$ cat src/rtl/pixel_stream_ctrl.sv
// pixel_stream_ctrl: frame controller steering pixels through external gray/sobel engines,
// tracking engine latencies, draining after finish and flagging mid-frame mode/start activity.
module pixel_stream_ctrl #(
    parameter int PIXEL_W_IN   = 24,
    parameter int PIXEL_W_GRAY = 8,
    parameter int GRAY_LAT     = 2,
    parameter int DRAIN_CYCLES = 16,
    parameter int CNT_W        = 20
) (
    input  logic                    clk_i,
    input  logic                    nreset_i,
    input  logic [1:0]              select_i,
    input  logic                    start_i,
    input  logic                    finish_i,
    input  logic                    in_valid_i,
    input  logic [PIXEL_W_IN-1:0]   in_pixel_i,
    output logic                    in_ready_o,
    output logic                    gray_start_o,
    output logic [PIXEL_W_IN-1:0]   gray_px_o,
    input  logic [PIXEL_W_GRAY-1:0] gray_px_i,
    output logic                    sobel_start_o,
    output logic                    sobel_valid_o,
    output logic [PIXEL_W_GRAY-1:0] sobel_px_o,
    input  logic [PIXEL_W_GRAY-1:0] sobel_px_i,
    input  logic                    sobel_ready_i,
    output logic                    eng_finish_o,
    output logic                    out_valid_o,
    output logic [PIXEL_W_IN-1:0]   out_pixel_o,
    output logic                    done_o,
    output logic                    err_o,
    output logic [CNT_W-1:0]        in_count_o,
    output logic [CNT_W-1:0]        out_count_o
);
    typedef enum logic [1:0] {IDLE, RUN, DRAIN} state_t;
    localparam int DW = $clog2(DRAIN_CYCLES) + 1;

    state_t                  state_q, state_d;
    logic [1:0]              mode_q, mode_d;
    logic [GRAY_LAT-1:0]     gv_q, gv_d;
    logic [DW-1:0]           dcnt_q, dcnt_d;
    logic                    gray_start_q, gray_start_d, sobel_start_q, sobel_start_d;
    logic                    eng_finish_q, eng_finish_d, out_valid_q, out_valid_d;
    logic                    done_q, done_d, err_q, err_d;
    logic [PIXEL_W_IN-1:0]   out_pixel_q, out_pixel_d;
    logic [CNT_W-1:0]        in_count_q, in_count_d, out_count_q, out_count_d;
    logic                    acc, tail, sobel_mode, go, drain_exit;

    assign in_ready_o = state_q == RUN;
    assign acc        = in_valid_i & in_ready_o;
    assign tail       = gv_q[GRAY_LAT-1];
    assign sobel_mode = mode_q[0] ^ mode_q[1];
    assign go         = state_q == IDLE && start_i;
    // Sobel latency is unknown to us, so sobel modes drain for a fixed window
    assign drain_exit = sobel_mode ? dcnt_q == DW'(DRAIN_CYCLES - 1) : gv_q == '0;

    assign gray_px_o     = in_ready_o ? in_pixel_i : '0;
    assign sobel_px_o    = mode_q == 2'b01 ? (in_ready_o ? in_pixel_i[PIXEL_W_GRAY-1:0] : '0)
                         : mode_q == 2'b10 ? gray_px_i : '0;
    assign sobel_valid_o = mode_q == 2'b01 ? acc : mode_q == 2'b10 && tail;

    always_comb begin
        state_d       = go ? RUN
                      : state_q == RUN && finish_i ? DRAIN
                      : state_q == DRAIN && drain_exit ? IDLE : state_q;
        mode_d        = go ? select_i : mode_q;
        gv_d          = (gv_q << 1) | GRAY_LAT'(acc & ~mode_q[0]);
        dcnt_d        = state_q == DRAIN ? dcnt_q + DW'(1) : '0;
        gray_start_d  = go & ~select_i[0];
        sobel_start_d = go & (select_i[0] ^ select_i[1]);
        eng_finish_d  = state_q == RUN && finish_i;
        out_valid_d   = mode_q == 2'b11 ? acc
                      : sobel_mode ? sobel_ready_i && state_q != IDLE
                      : mode_q == 2'b00 && tail;
        out_pixel_d   = !out_valid_d ? out_pixel_q
                      : mode_q == 2'b11 ? in_pixel_i
                      : sobel_mode ? PIXEL_W_IN'(sobel_px_i) : PIXEL_W_IN'(gray_px_i);
        done_d        = state_q == DRAIN && drain_exit;
        err_d         = go ? 1'b0 : err_q | (state_q != IDLE && (start_i || select_i != mode_q));
        in_count_d    = go ? '0 : in_count_q + CNT_W'(acc);
        out_count_d   = go ? '0 : out_count_q + CNT_W'(out_valid_d);
    end

    always_ff @(posedge clk_i or negedge nreset_i) begin
        if (!nreset_i) begin
            state_q       <= IDLE;
            mode_q        <= '0;
            gv_q          <= '0;
            dcnt_q        <= '0;
            gray_start_q  <= 1'b0;
            sobel_start_q <= 1'b0;
            eng_finish_q  <= 1'b0;
            out_valid_q   <= 1'b0;
            out_pixel_q   <= '0;
            done_q        <= 1'b0;
            err_q         <= 1'b0;
            in_count_q    <= '0;
            out_count_q   <= '0;
        end else begin
            state_q       <= state_d;
            mode_q        <= mode_d;
            gv_q          <= gv_d;
            dcnt_q        <= dcnt_d;
            gray_start_q  <= gray_start_d;
            sobel_start_q <= sobel_start_d;
            eng_finish_q  <= eng_finish_d;
            out_valid_q   <= out_valid_d;
            out_pixel_q   <= out_pixel_d;
            done_q        <= done_d;
            err_q         <= err_d;
            in_count_q    <= in_count_d;
            out_count_q   <= out_count_d;
        end
    end

    assign gray_start_o  = gray_start_q;
    assign sobel_start_o = sobel_start_q;
    assign eng_finish_o  = eng_finish_q;
    assign out_valid_o   = out_valid_q;
    assign out_pixel_o   = out_pixel_q;
    assign done_o        = done_q;
    assign err_o         = err_q;
    assign in_count_o    = in_count_q;
    assign out_count_o   = out_count_q;
endmodule
$ cat config.mk
export PLATFORM = sky130hd
export DESIGN_NAME = pixel_stream_ctrl
export DESIGN_NICKNAME = d
export VERILOG_FILES = /design/src/rtl/pixel_stream_ctrl.sv
export SDC_FILE = /design/constraint.sdc
export NUM_CORES = 1
export LEC_CHECK = 0
export CAP_MARGIN = 15
export CORE_MARGIN = 2
export CORE_UTILIZATION = 40
export DETAILED_ROUTE_END_ITERATION = 10
export GPL_TIMING_DRIVEN = 0
export PLACE_DENSITY = 0.81
export REMOVE_ABC_BUFFERS = 1
export SLEW_MARGIN = 15
export SYNTH_ARGS = -nofsm -noshare
export SYNTH_HDL_FRONTEND = slang
export SYNTH_SLANG_ARGS = --single-unit
$ cat constraint.sdc
create_clock -name clk_i -period 3.7 [get_ports clk_i]
set_input_delay 0.555 -clock clk_i [delete_from_list [all_inputs] [get_ports clk_i]]
set_output_delay 0.555 -clock clk_i [all_outputs]
set_load 0.02 [all_outputs]
# Yosys cells after proc, flatten, opt, wreduce, memory -nomap -nowiden
# Cells that the tools add are included.
[totals]
register_bits = 81
output_inout_bits = 104
word_cells = 63
[classes]
n_addsub = 3
n_eq_ne = 7
n_mux = 17
n_bitwise = 10
n_reduce_logical = 13
[op_table]
columns = ["cell", "n"]
rows = [
  ["$mux W24", 2],
  ["$add A20 B1 Y20", 2],
  ["$mux W20", 2],
  ["$mux W8", 4],
  ["$logic_and A1 B1 Y1", 7],
  ["$eq A2 B2 Y1 const B", 3],
  ["$logic_not A2 Y1", 3],
  ["$mux W2", 3],
  ["$add A5 B1 Y5 const B", 1],
  ["$eq A5 B4 Y1 const B", 1],
  ["$mux W1", 5],
  ["$mux W5", 1],
  ["$eq A2 B1 Y1 const B", 2],
  ["$and A1 B1 Y1", 3],
  ["$reduce_bool A3 Y1", 1],
  ["$and A1 B2 Y2", 1],
  ["$ne A2 B2 Y1", 1],
  ["$not A1 Y2", 1],
  ["$or A2 B2 Y2", 1],
  ["$reduce_bool A2 Y1", 1],
  ["$xor A1 B1 Y1", 2],
  ["$logic_or A1 B1 Y1", 1],
  ["$not A1 Y1", 1],
  ["$or A1 B1 Y1", 1],
]

# Depth between registers and ports, before layout
[logic_depth]
word_depth = 6
depth_mapped = 12

# Least setup slack after synthesis
# Ideal clock, no wire load.
[synth_path]
path_type = "register to register"
start = "register mode_q[0]"
end = "register out_count_q[16], in the netlist out_count_o[16]"
setup_time_ns = 0.120
arrival_ns = 2.639
required_ns = 3.580
slack_ns = 0.941
stages_incl_launch_ff = 13
n_path_buf = 1
period_less_slack_ns = 2.759
cell_sequence = "dfrtp_1 inv_1 ha_1 nand3b_1 a21oi_1 nor2_4 buf_2 inv_1 ha_1 nand4_1 nor3_1 a21oi_1 a31o_2"
[synth_via]
elab_chain_cells = 6
elab_cells_between_ends = 8
cone_classes = "1 x add/sub; 1 x eq/ne; 3 x mux; 1 x bitwise; 2 x reduce/logical"
[synth_rtl]
columns = ["item", "line", "rtl"]
rows = [
  ["start, declared", "38", "logic [1:0] mode_q, mode_d;"],
  ["start signal, assigned", "100", "mode_q <= mode_d;"],
  ["$logic_not A2 Y1", "73", ": mode_q == 2'b00 && tail;"],
  ["$logic_and A1 B1 Y1", "73", ""],
  ["$mux W1", "72", ": sobel_mode ? sobel_ready_i && state_q != IDLE"],
  ["$mux W1 (*)", "71", "out_valid_d = mode_q == 2'b11 ? acc"],
  ["via out_valid_d", "42", "logic eng_finish_q, eng_finish_d, out_valid_q, out_valid_d;"],
  ["$add A20 B1 Y20 (*)", "80", "out_count_d = go ? '0 : out_count_q + CNT_W'(out_valid_d);"],
  ["$mux W20 (*)", "80", ""],
  ["via out_count_d[16]", "45", "logic [CNT_W-1:0] in_count_q, in_count_d, out_count_q, out_count_d;"],
  ["end signal, assigned", "111", "out_count_q <= out_count_d;"],
  ["end, declared", "45", ""],
]
# Mark *: on every way through the listed nets, which the timed path passes. The rest lies on a longest branch.
# A chain may end at the register's enable or synchronous reset.

# Final worst setup path
[layout_path]
start = "register state_q[0]"
end = "register out_count_q[19], in the netlist out_count_o[19]"
[layout_via]
elab_chain_cells = 6
elab_cells_between_ends = 10
cone_classes = "1 x add/sub; 1 x eq/ne; 3 x mux; 1 x bitwise; 4 x reduce/logical"
[layout_rtl]
columns = ["item", "line", "rtl"]
rows = [
  ["start, declared", "37", "state_t state_q, state_d;"],
  ["start signal, assigned", "99", "state_q <= state_d;"],
  ["$reduce_bool A2 Y1", "72", ""],
  ["$logic_and A1 B1 Y1", "72", ""],
  ["$mux W1", "72", ""],
  ["$mux W1 (*)", "71", ""],
  ["via out_valid_d", "42", ""],
  ["$add A20 B1 Y20 (*)", "80", ""],
  ["$mux W20 (*)", "80", ""],
  ["via out_count_d[19]", "45", ""],
]
# Marked as above.

==> impl_metrics.tcl <==
set metrics [dict create \
    arrival_ns 3.68 \
    yosys.cell_types.count 41 \
    place_ws_ns -0.03732 \
    layout_commonest_cell "clkdlybuf4s50_1" \
    cts_hold_buf 0 \
    yosysTopAreaCell "dfrtp_1" \
    start_kind "register" \
    power_density_nw_per_um2 628.5 \
    viasPerCell 5.082 \
    instances_no_fill 691 \
    synth_ff_type "dfrtp_1" \
    placed_cells_incl_taps 675 \
    crit_fanout 25 \
    crit_type "register to register" \
    p_sw_mw 1.483 \
    skew_ns 0.01030 \
    routedWlPerCell_um 14.90 \
    syn_inst 405 \
    grt_pass1_vias 3459 \
    cts_root_buffer "clkbuf_8" \
    synth.top_cell.area_share_pct 50.28 \
    drcViolationCount 0 \
    port_buffers 151 \
    swShare_pct 40.00 \
    fin_nets 611 \
    p_int_mw 2.225 \
    syn_area_um2 4031 \
    synth_edf_count 0 \
    core_area_um2 9774 \
    power_frac_seq_pct 33.4 \
    place_congestion 0.7599 \
    grt_pass1_wl_um 16700 \
    start_util_pct 41.24 \
    p_leak_nw 2.529 \
    worstPathRequired_ns 3.97 \
    fin_crit_ns 3.407 \
    filler_cell_count 830 \
    vdd_drop_max_uv 397.9 \
    area_growth_pct 46.34 \
    report.final.slew_viol_count 0 \
    grt_overflow_total 0 \
    grt_max_degree 55 \
    combPwrFrac_pct 50.3 \
    cts_buffers 9 \
    final_cell_mix "clkdlybuf4s50_1 (150), dfrtp_1 (81), nand2_1 (44)" \
    max_cap_viol_count 0 \
    hold_class "primary input to asynchronous set/reset pin" \
    die_w_um 104.4 \
    first_iter_violations 110 \
    yosysWarnings 0 \
    grt_use_total_pct 18.99 \
    ys_seq_elements 81 \
    hpwl_um 7515 \
    antenna_cells 0 \
    synth_area_leaders "dfrtp_1 (50%), and2_1 (4.5%), nand2_1 (4.1%)" \
    total_power_mw 3.708 \
    ys_seq_area_share_pct 50.28 \
    clock_latency_ns 0.35 \
    die_area_um2 10900 \
    final-setup-viol-count 0 \
    path_clk_slew_ns 0.09 \
    vias 3512 \
    clock.fmax_ghz 0.2936 \
    rsz0062_at_grt "false" \
    crit_start "state_q[0]" \
    tritoncts "done" \
    drive_above_1_share_pct 8.065 \
    clock_path_buffers 2 \
    cts_max_level 3 \
    clock_sinks 81 \
    clkPwrFrac_pct 16.3 \
    placementRows 36 \
    pin_count 152 \
    r2r-start "state_q[0]" \
    end_kind "register" \
    fp.dieH_um 104.4 \
    rrSetupSlack_ns 0.29 \
    async_reset_ff_share_pct 100.0 \
    tightest_slew_ns 0.6641 \
    hold_viol_final 0 \
    finish.instance_area_um2 5899 \
    status "finished, final reports clean" \
    synth.avg_cell_area_um2 9.954 \
    fin_ws_ns 0.2935 \
    antenna_left 0 \
    placed_cell_area_um2 5705 \
    finalCritPeriodShare_pct 92.07 \
    antenna_found_initial 0 \
    max_slew_margin_pct 55.62 \
    fin_setup_tns_ns 0 \
    wirelength_um 10300 \
    first_pass_iters 4 \
]
==> metal layers <==
layer,up-vias,share of wire (%),GRT usage (%)
met2,141,48,31.65
met3,8,7.8,6.328
li1,1705,-,-
met1,1658,43,23.31
met4,0,0.83,5.792
met5,-,0,0
==> registers in the layout (all words and copies together) (netlist names) <==
| signal | count |
|---|---|
| out_pixel_o | 24 |
| in_count_o | 20 |
| out_count_o | 20 |
| dcnt_q | 5 |
| gv_q | 2 |
| mode_q | 2 |
| state_q | 2 |
| done_o | 1 |
| eng_finish_o | 1 |
| err_o | 1 |
| gray_start_o | 1 |
| out_valid_o | 1 |
| sobel_start_o | 1 |
==> through the flow <==
stage / hold WS [ns] / utilization [%]
2_1_floorplan: 0.2594 / -
3_3_place_gp: 0.3607 / 57.54
3_5_place_dp: 0.3780 / 58.37
4_1_cts: 0.1158 / 60.28
5_1_grt: 0.1308 / 60.36
6_report: 0.1174 / 60.36
==> synthesized netlist by cell type, drive strengths merged (10+ instances only) <==
cell type / instances
a21oi: 13
nand4: 11
dfrtp: 81
ha: 10
nor2: 38
and3: 10
o21ai: 27
xnor2: 15
inv: 11
and2: 29
nand2: 44
a22o: 16
nand3: 11
clkbuf: 15
xor2: 13
==> layout make-up <==
class	instances	area [um2]	area share (%)
Inverter	11	41.29	0.6999
Clock buffer	9	123.9	2.100
Multi-Input combinational cell	294	1894	32.11
Clock inverter	7	61.31	1.039
Sequential cell	81	2027	34.36
Tap cell	133	166.4	2.821
Timing Repair Buffer	156	1585	26.87
==> worst max-delay path: stages, from the launching register on <==
cell     delay, ns
dfrtp_1       0.46
nor2b_2       0.43
buf_8         0.22
and3_2        0.44
nor2_4        0.22
inv_1         0.14
ha_1          0.23
nand4_1       0.25
or3_4         0.42
or3_1         0.35
a21oi_1       0.15
==> timing repair <==
action,in CTS,in global routing
resized for setup,1,2
pin swaps,0,0
endpoints found under the setup margin,1,4
setup buffers,0,0
==> power by group through the flow <==
| stage | sequential, mW | combinational, mW | clock, mW |
|---|---|---|---|
| 2_1_floorplan | 1.43 | 0.805 | 0 |
| 3_3_place_gp | 1.24 | 1.80 | 0 |
| 5_1_grt | 1.27 | 2.01 | 0.666 |
| 3_5_place_dp | 1.25 | 1.88 | 0 |
| 6_report | 1.24 | 1.87 | 0.605 |
| 4_1_cts | 1.24 | 1.89 | 0.631 |
==> kinds of logic (layout without fill, tap and decap cells) <==
logic type / after synthesis / after routing / share of synthesized area [%]
AO/OA/AOI/OAI: 67 / 67 / 10.68
XOR/XNOR: 28 / 28 / 6.083
adder cells (fa/ha/maj): 10 / 10 / 3.104
buffers and inverters: 30 / 183 / 3.134
flip-flops: 81 / 81 / 50.28
multiplexers: 17 / 17 / 4.469
AND/OR/NAND/NOR: 172 / 172 / 22.25
==> final timing paths <==
kind,endpoint,depth (start not counted)
max,out_count_o[19],10
min,out_count_o[11],1
max reg2reg,out_count_o[19],10
min reg2reg,gv_q[1],0
max in group asynchronous,dcnt_q[1],2
min in group clk_i,gv_q[1],0
No activity file was read; power rests on OpenSTA's default activity.
